===== config.mk =====
export PLATFORM = sky130hd
export DESIGN_NAME = regfile_access_ctrl
export DESIGN_NICKNAME = d
export VERILOG_FILES = /design/src/rtl/regfile_access_ctrl_pkg.sv /design/src/rtl/regfile_addr_resolve.sv /design/src/rtl/regfile_access_ctrl.sv
export SDC_FILE = /design/constraint.sdc
export NUM_CORES = 1
export LEC_CHECK = 0
export BUFFER_PORTS_ARGS = -buffer_cell sky130_fd_sc_hd__clkbuf_2
export CORE_MARGIN = 2
export CORE_UTILIZATION = 41
export CTS_CLUSTER_DIAMETER = 150
export DETAILED_ROUTE_END_ITERATION = 12
export PLACE_DENSITY_LB_ADDON = 0.2
export SLEW_MARGIN = 0
export SYNTH_ARGS = -nofsm -noshare
export SYNTH_HDL_FRONTEND = slang
export SYNTH_SLANG_ARGS = --single-unit

===== constraint.sdc =====
create_clock -name clk -period 1.45 [get_ports clk]
set_input_delay 0.29 -clock clk [delete_from_list [all_inputs] [get_ports clk]]
set_output_delay 0.29 -clock clk [all_outputs]
set_load 0.01 [all_outputs]

===== src/rtl/regfile_access_ctrl_pkg.sv =====
// Shared memory-map header for the register-file access controller:
// sequencer state encodings and the INDF address constant.
package regfile_access_ctrl_pkg;

  typedef enum logic [2:0] {
    ST_IDLE    = 3'd0,
    ST_ADDR    = 3'd1,
    ST_READ    = 3'd2,
    ST_WAIT_WD = 3'd3,
    ST_WRITE   = 3'd4,
    ST_DONE    = 3'd5
  } state_t;

  // Core address 0 selects the indirect register (INDF)
  localparam logic [6:0] INDF_ADDR = 7'h00;

endpackage


===== src/rtl/regfile_addr_resolve.sv =====
// Combinational address resolution: banked direct, FSR-indirect, or raw debug
// address, plus detection of an indirect access that points back at INDF.
module regfile_addr_resolve
  import regfile_access_ctrl_pkg::*;
(
  input  logic       sel_dbg,
  input  logic [6:0] core_addr7,
  input  logic [1:0] status_rp,
  input  logic       status_irp,
  input  logic [7:0] fsr,
  input  logic [8:0] dbg_addr,
  output logic [8:0] res_addr,
  output logic       indf_loop
);

  always_comb begin
    res_addr  = 9'h000;
    indf_loop = 1'b0;
    if (sel_dbg) begin
      res_addr = dbg_addr;
    end else if (core_addr7 == INDF_ADDR) begin
      res_addr  = {status_irp, fsr};
      // INDF through INDF has no real target: reads as zero, writes dropped
      indf_loop = (fsr[6:0] == INDF_ADDR);
    end else begin
      res_addr = {status_rp, core_addr7};
    end
  end

endmodule


===== src/rtl/regfile_access_ctrl.sv =====
// Sequences one core or debug access to the register file at a time:
// grant/resolve, optional read, optional write, then a completion pulse.
module regfile_access_ctrl
  import regfile_access_ctrl_pkg::*;
(
  input  logic       clk,
  input  logic       rst,
  input  logic       core_req,
  input  logic [6:0] core_addr7,
  input  logic       core_rd,
  input  logic       core_wr,
  input  logic [7:0] core_wdata,
  input  logic       core_wdata_vld,
  output logic [7:0] core_rdata,
  output logic       core_rvld,
  output logic       core_done,
  input  logic [1:0] status_rp,
  input  logic       status_irp,
  input  logic [7:0] fsr,
  input  logic       dbg_req,
  input  logic [8:0] dbg_addr,
  input  logic       dbg_we,
  input  logic [7:0] dbg_wdata,
  output logic       dbg_ack,
  output logic [7:0] dbg_rdata,
  output logic [8:0] rf_addr,
  output logic       rf_wr_en,
  output logic [7:0] rf_data_in,
  input  logic [7:0] rf_data_out
);

  state_t     state, state_nxt;
  logic       acc_dbg, acc_rd, acc_wr, acc_nowr;
  logic       grant, sel_dbg, indf_loop;
  logic [8:0] res_addr;
  logic [7:0] rd_val;

  // Core always wins arbitration; debug only sees the file when core is quiet
  assign sel_dbg  = !core_req;
  assign grant    = (state == ST_IDLE) && (core_req || dbg_req);
  assign rd_val   = acc_nowr ? 8'h00 : rf_data_out;
  assign rf_wr_en = (state == ST_WRITE) && !acc_nowr;

  regfile_addr_resolve u_resolve (
    .sel_dbg    (sel_dbg),
    .core_addr7 (core_addr7),
    .status_rp  (status_rp),
    .status_irp (status_irp),
    .fsr        (fsr),
    .dbg_addr   (dbg_addr),
    .res_addr   (res_addr),
    .indf_loop  (indf_loop)
  );

  always_ff @(posedge clk or negedge rst) begin
    if (!rst) state <= ST_IDLE;
    else      state <= state_nxt;
  end

  always_comb begin
    state_nxt = state;
    case (state)
      ST_IDLE:    if (grant) state_nxt = ST_ADDR;
      ST_ADDR: begin
        if (acc_rd)      state_nxt = ST_READ;
        else if (acc_wr) state_nxt = ST_WAIT_WD;
        else             state_nxt = ST_DONE;
      end
      ST_READ:    state_nxt = acc_wr ? ST_WAIT_WD : ST_DONE;
      ST_WAIT_WD: if (acc_dbg || core_wdata_vld) state_nxt = ST_WRITE;
      ST_WRITE:   state_nxt = ST_DONE;
      ST_DONE:    state_nxt = ST_IDLE;
      default:    state_nxt = ST_IDLE;
    endcase
  end

  // Access attributes and the resolved address are frozen at grant so later
  // bank/FSR changes cannot disturb an access in flight
  always_ff @(posedge clk or negedge rst) begin
    if (!rst) begin
      rf_addr    <= 9'h000;
      rf_data_in <= 8'h00;
      core_rdata <= 8'h00;
      core_rvld  <= 1'b0;
      core_done  <= 1'b0;
      dbg_ack    <= 1'b0;
      dbg_rdata  <= 8'h00;
      acc_dbg    <= 1'b0;
      acc_rd     <= 1'b0;
      acc_wr     <= 1'b0;
      acc_nowr   <= 1'b0;
    end else begin
      core_rvld <= 1'b0;
      core_done <= 1'b0;
      dbg_ack   <= 1'b0;
      case (state)
        ST_IDLE: begin
          if (grant) begin
            rf_addr  <= res_addr;
            acc_dbg  <= sel_dbg;
            acc_rd   <= core_req ? core_rd : !dbg_we;
            acc_wr   <= core_req ? core_wr : dbg_we;
            acc_nowr <= indf_loop;
          end
        end
        ST_READ: begin
          if (acc_dbg) begin
            dbg_rdata <= rd_val;
          end else begin
            core_rdata <= rd_val;
            core_rvld  <= 1'b1;
          end
        end
        ST_WAIT_WD: begin
          if (acc_dbg)             rf_data_in <= dbg_wdata;
          else if (core_wdata_vld) rf_data_in <= core_wdata;
        end
        ST_DONE: begin
          core_done <= !acc_dbg;
          dbg_ack   <= acc_dbg;
        end
        default: ;
      endcase
    end
  end

endmodule


== Word-level counts from Yosys, hierarchy flattened ==
Cells that the tools add are included.

* Register bits after elaboration: 43
* Input port bits: 59
* Output and inout bits: 37
* Logic and storage cells: 55

* Equal/unequal tests: 7
* Muxes and demuxes: 18
* Bitwise operators: 1
* Reductions and logical operators: 17

{| class="wikitable"
|+ Operators with widths
! operator !! number
|-
| $mux W8 || 3
|-
| $mux W9 || 2
|-
| $pmux W3 S5 || 1
|-
| $logic_not A7 Y1 || 2
|-
| $mux W3 || 4
|-
| $reduce_and A2 Y1 || 5
|-
| $mux W1 || 8
|-
| $eq A3 B2 Y1 const B || 2
|-
| $eq A3 B3 Y1 const B || 2
|-
| $logic_not A1 Y1 || 4
|-
| $ne A2 B2 Y1 const B || 2
|-
| $eq A3 B1 Y1 const B || 1
|-
| $logic_not A3 Y1 || 1
|-
| $logic_and A1 B1 Y1 || 2
|-
| $logic_or A1 B1 Y1 || 2
|-
| $reduce_bool A2 Y1 || 1
|-
| $not A1 Y1 || 1
|}

== Depth between registers and ports, before layout ==
* Word-level depth: 4
* Mapped depth: 6
* Gate-level depth less buffers: 4

== Cells and area by module ==
From an unflattened synthesis, not the netlist that was laid out.

* Cells, all modules: 190
* Area, all modules: 2088.3 um^2

{| class="wikitable"
|+ Modules (own cells, without submodules)
! module !! times used !! cells each !! area each (um^2) !! sequential area each (um^2)
|-
| regfile_access_ctrl || 1 || 152 || 1829.3 || 1076.0
|-
| regfile_addr_resolve || 1 || 38 || 259.0 || 0.0
|}

== Least setup slack after synthesis ==
Ideal clock, no wire load.

* Path type: input -> register
* Start: input core_addr7[5]
* End: register rf_addr[8]
* Setup time: 150 ps
* Data arrival time: 1533 ps
* Required time: 1300 ps
* Path slack: -233 ps
* Cell stages on the path: 4
* Buffers on the path: 0
* Path through: or4_4 or4_4 mux2i_1 o221ai_1

* Word-level cells in the longest chain between the ends: 3

{| class="wikitable"
|+ Ends and longest elaborated chain
! item !! line !! text
|-
| from (decl) || regfile_access_ctrl.sv:9 || <nowiki>input logic [6:0] core_addr7,</nowiki>
|-
| $logic_not A7 Y1 || regfile_addr_resolve.sv:21 || <nowiki>end else if (core_addr7 == INDF_ADDR) begin</nowiki>
|-
| $mux W9 || regfile_addr_resolve.sv:21 ||
|-
| $mux W9 || regfile_addr_resolve.sv:19 || <nowiki>if (sel_dbg) begin</nowiki>
|-
| to (signal assigned) || regfile_access_ctrl.sv:99 || <nowiki>rf_addr <= res_addr;</nowiki>
|-
| to (decl) || regfile_access_ctrl.sv:26 || <nowiki>output logic [8:0] rf_addr,</nowiki>
|}

Every way passes these cells.
A chain may end at the register's enable or synchronous reset.

== Final worst setup path ==
Same ends and word-level chain as after synthesis.

==> results by stage <==
Placement:
- Prior to clock tree synthesis, the placed netlist has a worst setup slack of -0.401 ns.
- The number of port buffers is 95.
- The wire-length estimate of the detail-placed layout is roughly 3600 um.
- The congestion estimate from routability-driven global placement came to roughly 0.89.
- In this run, placement finished with an instance count of approximately 350.

Drt:
- The routed length per placed instance is 13.3 um.
- The post-detailed-routing wire length is approximately 5000 um.
- The number of DRC violations after detailed-routing iteration 0 is between 90 and 100.
- The detailed router placed 1827 vias in this run.
- The average vias per placed instance is around 5.0.
- The total DRC errors in the routed layout is 0.
- For this run, the detailed router's first-pass iteration total came to 4.
- The number of nets with antenna violations after detailed routing is 0.

Synth:
- The post-synthesis instance area is roughly 2000 um^2.
- The biggest area contributor in the post-synthesis netlist is dfrtp_1.
- The simple-gate portion of the synthesized area is between 15 and 20%.
- The number of register bits inferred by synthesis is 43.
- The top cell type by area accounts for approximately 54% of the synthesized area.
- Sequential cells were found to cover between 50% and 60% of the synthesized design area.
- After synthesis, the largest family of logic cells by area is simple AND/OR/NAND/NOR gates.
- After synthesis, the cell types taking the most area are dfrtp_1, mux2_2, nand2_1.
- Counting distinct cell types in the post-synthesis netlist gives 29.
- Synthesis handed over a netlist of 197 instances.
- The post-synthesis xor/xnor area fraction is 0%.
- The synthesized area per cell is 10.1 um^2.
- Of the total synthesized cell area, the portion taken by full adders, half adders and majority gates is 0%.
- The multiplexer share of the synthesized area is around a tenth.
- The synthesized netlist devotes ~16% of its cell area to compound gates.
- During synthesis, Yosys emitted a total of 0 warnings.
- When the netlist entered floorplanning its net count stood at 256.

Clocking:
- TritonCTS built the clock tree.
- The maximum root-to-sink buffer count is 2.
- The clock-pin slew of the registers on the worst-case setup and hold paths is 0.08 ns.
- At the later pin of the worst-skew pair, clock insertion delay measures between 0.2 and 0.3 ns.
- The H-tree level count is 2.
- The TritonCTS sink count is 43.
- The tree is rooted in a clkbuf_8.
- Clock tree synthesis inserted a total of 5 buffers.

Pwr:
- The power share of the combinational group is between 40% and 50%.
- In this run, the clock network consumes 14.2% of the power.
- Net switching is between 30% and 40% of the power.
- In this run the power density over the cells is roughly 1800 nW/um^2.
- Power comes to between 0.005 and 0.006 W.
- The internal power of the cells totals 0.00335 W.
- The reported leakage power is 1.51 nW.
- The switching component of the power is around 0.0019 W.
- The relative contribution of sequential cells to total power is between 40 and 50%.
- IR analysis of the VDD net gives a maximum drop of 0.958 mV.

GRT:
- The via count of the first global-routing pass is between 1.5k and 2k.
- The global router's overall resource usage is between 10% and 20%.
- The sum of overflow across all layers after global routing is 0.
- The pin count of the biggest net entering global routing is 30.
- The first global-routing pass estimated about 7400 um of wire.
- The number of antenna violations at the first check in global routing is 0.

Critical path:
- The slack of the worst reg-to-reg path is 0 ns.
- The termination of the worst setup path is rf_addr[8].
- The startpoint kind of the worst setup timing path is an input port.
- The worst setup path is captured at a flip-flop.
- The category of the critical setup timing path is in -> reg.
- Of all nets on the critical path, the largest fanout is 3.
- The worst-case reg-to-reg path depth is 6.
- For the worst setup path, the data arrival time is around 1.7 ns.
- The capture instance of the worst register-to-register path is rf_data_in[1].
- The required arrival time at the worst endpoint is between 1.5 and 2 ns.
- The startpoint identified for the worst register-to-register timing path is state[1].
- The worst setup path startpoint is core_addr7[5].

Finish:
- The number of antenna diodes in the final layout is 0.
- In the final design database the tool counted approximately 370 nets.
- Compared with the post-synthesis result, the final layout area differs by 46.2%.
- The final core area utilization is 62.1%.
- Cells with a size suffix above 1 make up 50.3% of the layout.
- Excluding fillers, the count of instances in the completed layout stands at 368.

Timing:
- Headroom to the max-slew limit came out at between 70% and 80%.
- Of the available clock period, the critical path in the final layout requires 106%.
- The count of final hold-check violations is 0.
- Once routing completed, OpenROAD measured the worst setup slack at -0.0899 ns.
- The final hold slack is about 0.25 ns.
- Setup repair after global routing could not meet its margin everywhere.
- The shortest clock period the worst path allows after layout is roughly 1.5 ns.
- The maximum clock frequency is about 650 MHz.
- Setup violations remaining at the end of the flow were counted as 7.
- On the final layout, the worst clock skew is 0.00370 ns.
- For the pin with the worst max-slew slack, the measured transition is approximately 0.43 ns.
- The max-slew violation count is 0.

Die:
- The region available for standard cell placement spans ~4700 um^2.
- The die extent in x is about 74 um.
- During I/O placement, the number of pins put on the boundary was 96.
- The initialized floorplan defines 25 standard-cell rows.
- For this configuration, the core starts out at a cell density of between 40 and 50%.
- The height of the die is around 74 um.
- The die covers 5440 um^2.

Outcome:
- The flow ran to the end, but the final reports show violations.
- The final reports fail on setup timing.

Hold path:
- The min-delay analysis places its worst path in the category in -> reg.

Run:
- The total of max-cap violations is 0.
==> cell usage after synthesis <==
cell type  count
dfrtp_1       43
nand2_1       39
o21ai_0       27
mux2_2        16
nor2_1        13
nand2b_1      10
clkbuf_1       9
o221ai_1       9
a21oi_1        3
mux2i_1        3
nor3_1         3
inv_1          2
nand3_1        2
o21a_1         2
or4_4          2
a2111oi_0      1
a21o_1         1
a221oi_1       1
and3_1         1
buf_1          1
buf_2          1
nand3b_1       1
nor2b_1        1
nor3b_1        1
nor4_1         1
nor4b_1        1
o21ai_1        1
o31ai_1        1
o41ai_4        1
==> stage by stage <==
stage               TNS (ns)  area [um^2]
floorplan              -1.04         2000
global placement       -2.45         2650
detailed placement     -2.80         2650
CTS                   -0.194         2780
global route           -1.28         2910
finish                -0.313         2910
==> worst min path at each step <==
stage                              start            end  slack [ns]  cells after the start
after floorplan                      rst        acc_dbg      -0.006                      0
after global placement               rst     rf_addr[6]        0.24                      1
after detailed placement             rst     rf_addr[6]        0.24                      1
after CTS                 rf_data_out[1]   dbg_rdata[1]        0.25                      3
after global routing      rf_data_out[1]  core_rdata[1]        0.27                      3
final                     rf_data_out[1]   dbg_rdata[1]        0.25                      3
==> state kept, by name, indices dropped and copies added, names as in the netlist <==
register,flops
dbg_ack,1
rf_data_in,8
acc_nowr,1
acc_dbg,1
dbg_rdata,8
core_done,1
acc_rd,1
state,3
rf_addr,9
core_rdata,8
acc_wr,1
core_rvld,1
==> logic make-up (layout without fill, tap and decap cells) <==
kind of cell,Yosys count,count (layout)
multiplexers,19,19
AND/OR/NAND/NOR,75,75
flip-flops,43,43
AO/OA/AOI/OAI,47,47
buffers and inverters,13,130
==> placed cells by master, fill, tap and decap left out, types with 3 or more instances in the layout <==
| cell | count |
|---|---|
| o221ai_1 | 5 |
| o221ai_2 | 4 |
| nor2_1 | 11 |
| dfrtp_1 | 41 |
| a21oi_1 | 3 |
| o21ai_0 | 22 |
| nand2_1 | 39 |
| clkbuf_8 | 6 |
| buf_6 | 4 |
| mux2i_1 | 3 |
| o21ai_1 | 6 |
| mux2_2 | 8 |
| nand2b_1 | 10 |
| mux2_4 | 8 |
| buf_4 | 20 |
| clkbuf_2 | 93 |
==> final cells by class <==
class                   instances  area (um^2)
clock inverters                 1         5.00
repair buffers                121          716
multi-input cells             141          957
clock buffers                   6         82.6
flip-flops and latches         43         1080
well taps                      54         67.6
fillers                       406         1780
inverters                       2         7.51
==> power groups by stage <==
stage	clock [W]	sequential [W]	combinational [W]
5_1_grt	0.000814	0.00218	0.00267
3_3_place_gp	0	0.00212	0.00203
3_5_place_dp	0	0.00212	0.00207
6_report	0.000743	0.00211	0.00239
4_1_cts	0.000766	0.00209	0.00214
2_1_floorplan	0	0.00231	0.000941
==> worst max-delay path: stages <==
cell	delay [ns]
buf_6	0.09
or4_4	0.54
or4_4	0.47
mux2i_1	0.18
o221ai_1	0.13
==> per-layer routing <==
layer | track usage (%) | part of all wire (%)
met4 | 5.45 | 0.90
met5 | 0 | 0
met2 | 27.7 | 49
met3 | 4.12 | 5.8
met1 | 23.6 | 44
==> repair_timing <==
item,4_1_cts,5_1_grt
gates cloned,0,0
hold endpoints to repair,14,0
setup endpoints to repair,3,28
resized for setup,4,23
setup buffers,3,5
hold buffers,1,0
pin swaps,1,3
Note: power is estimated with default switching activity, not from simulation.
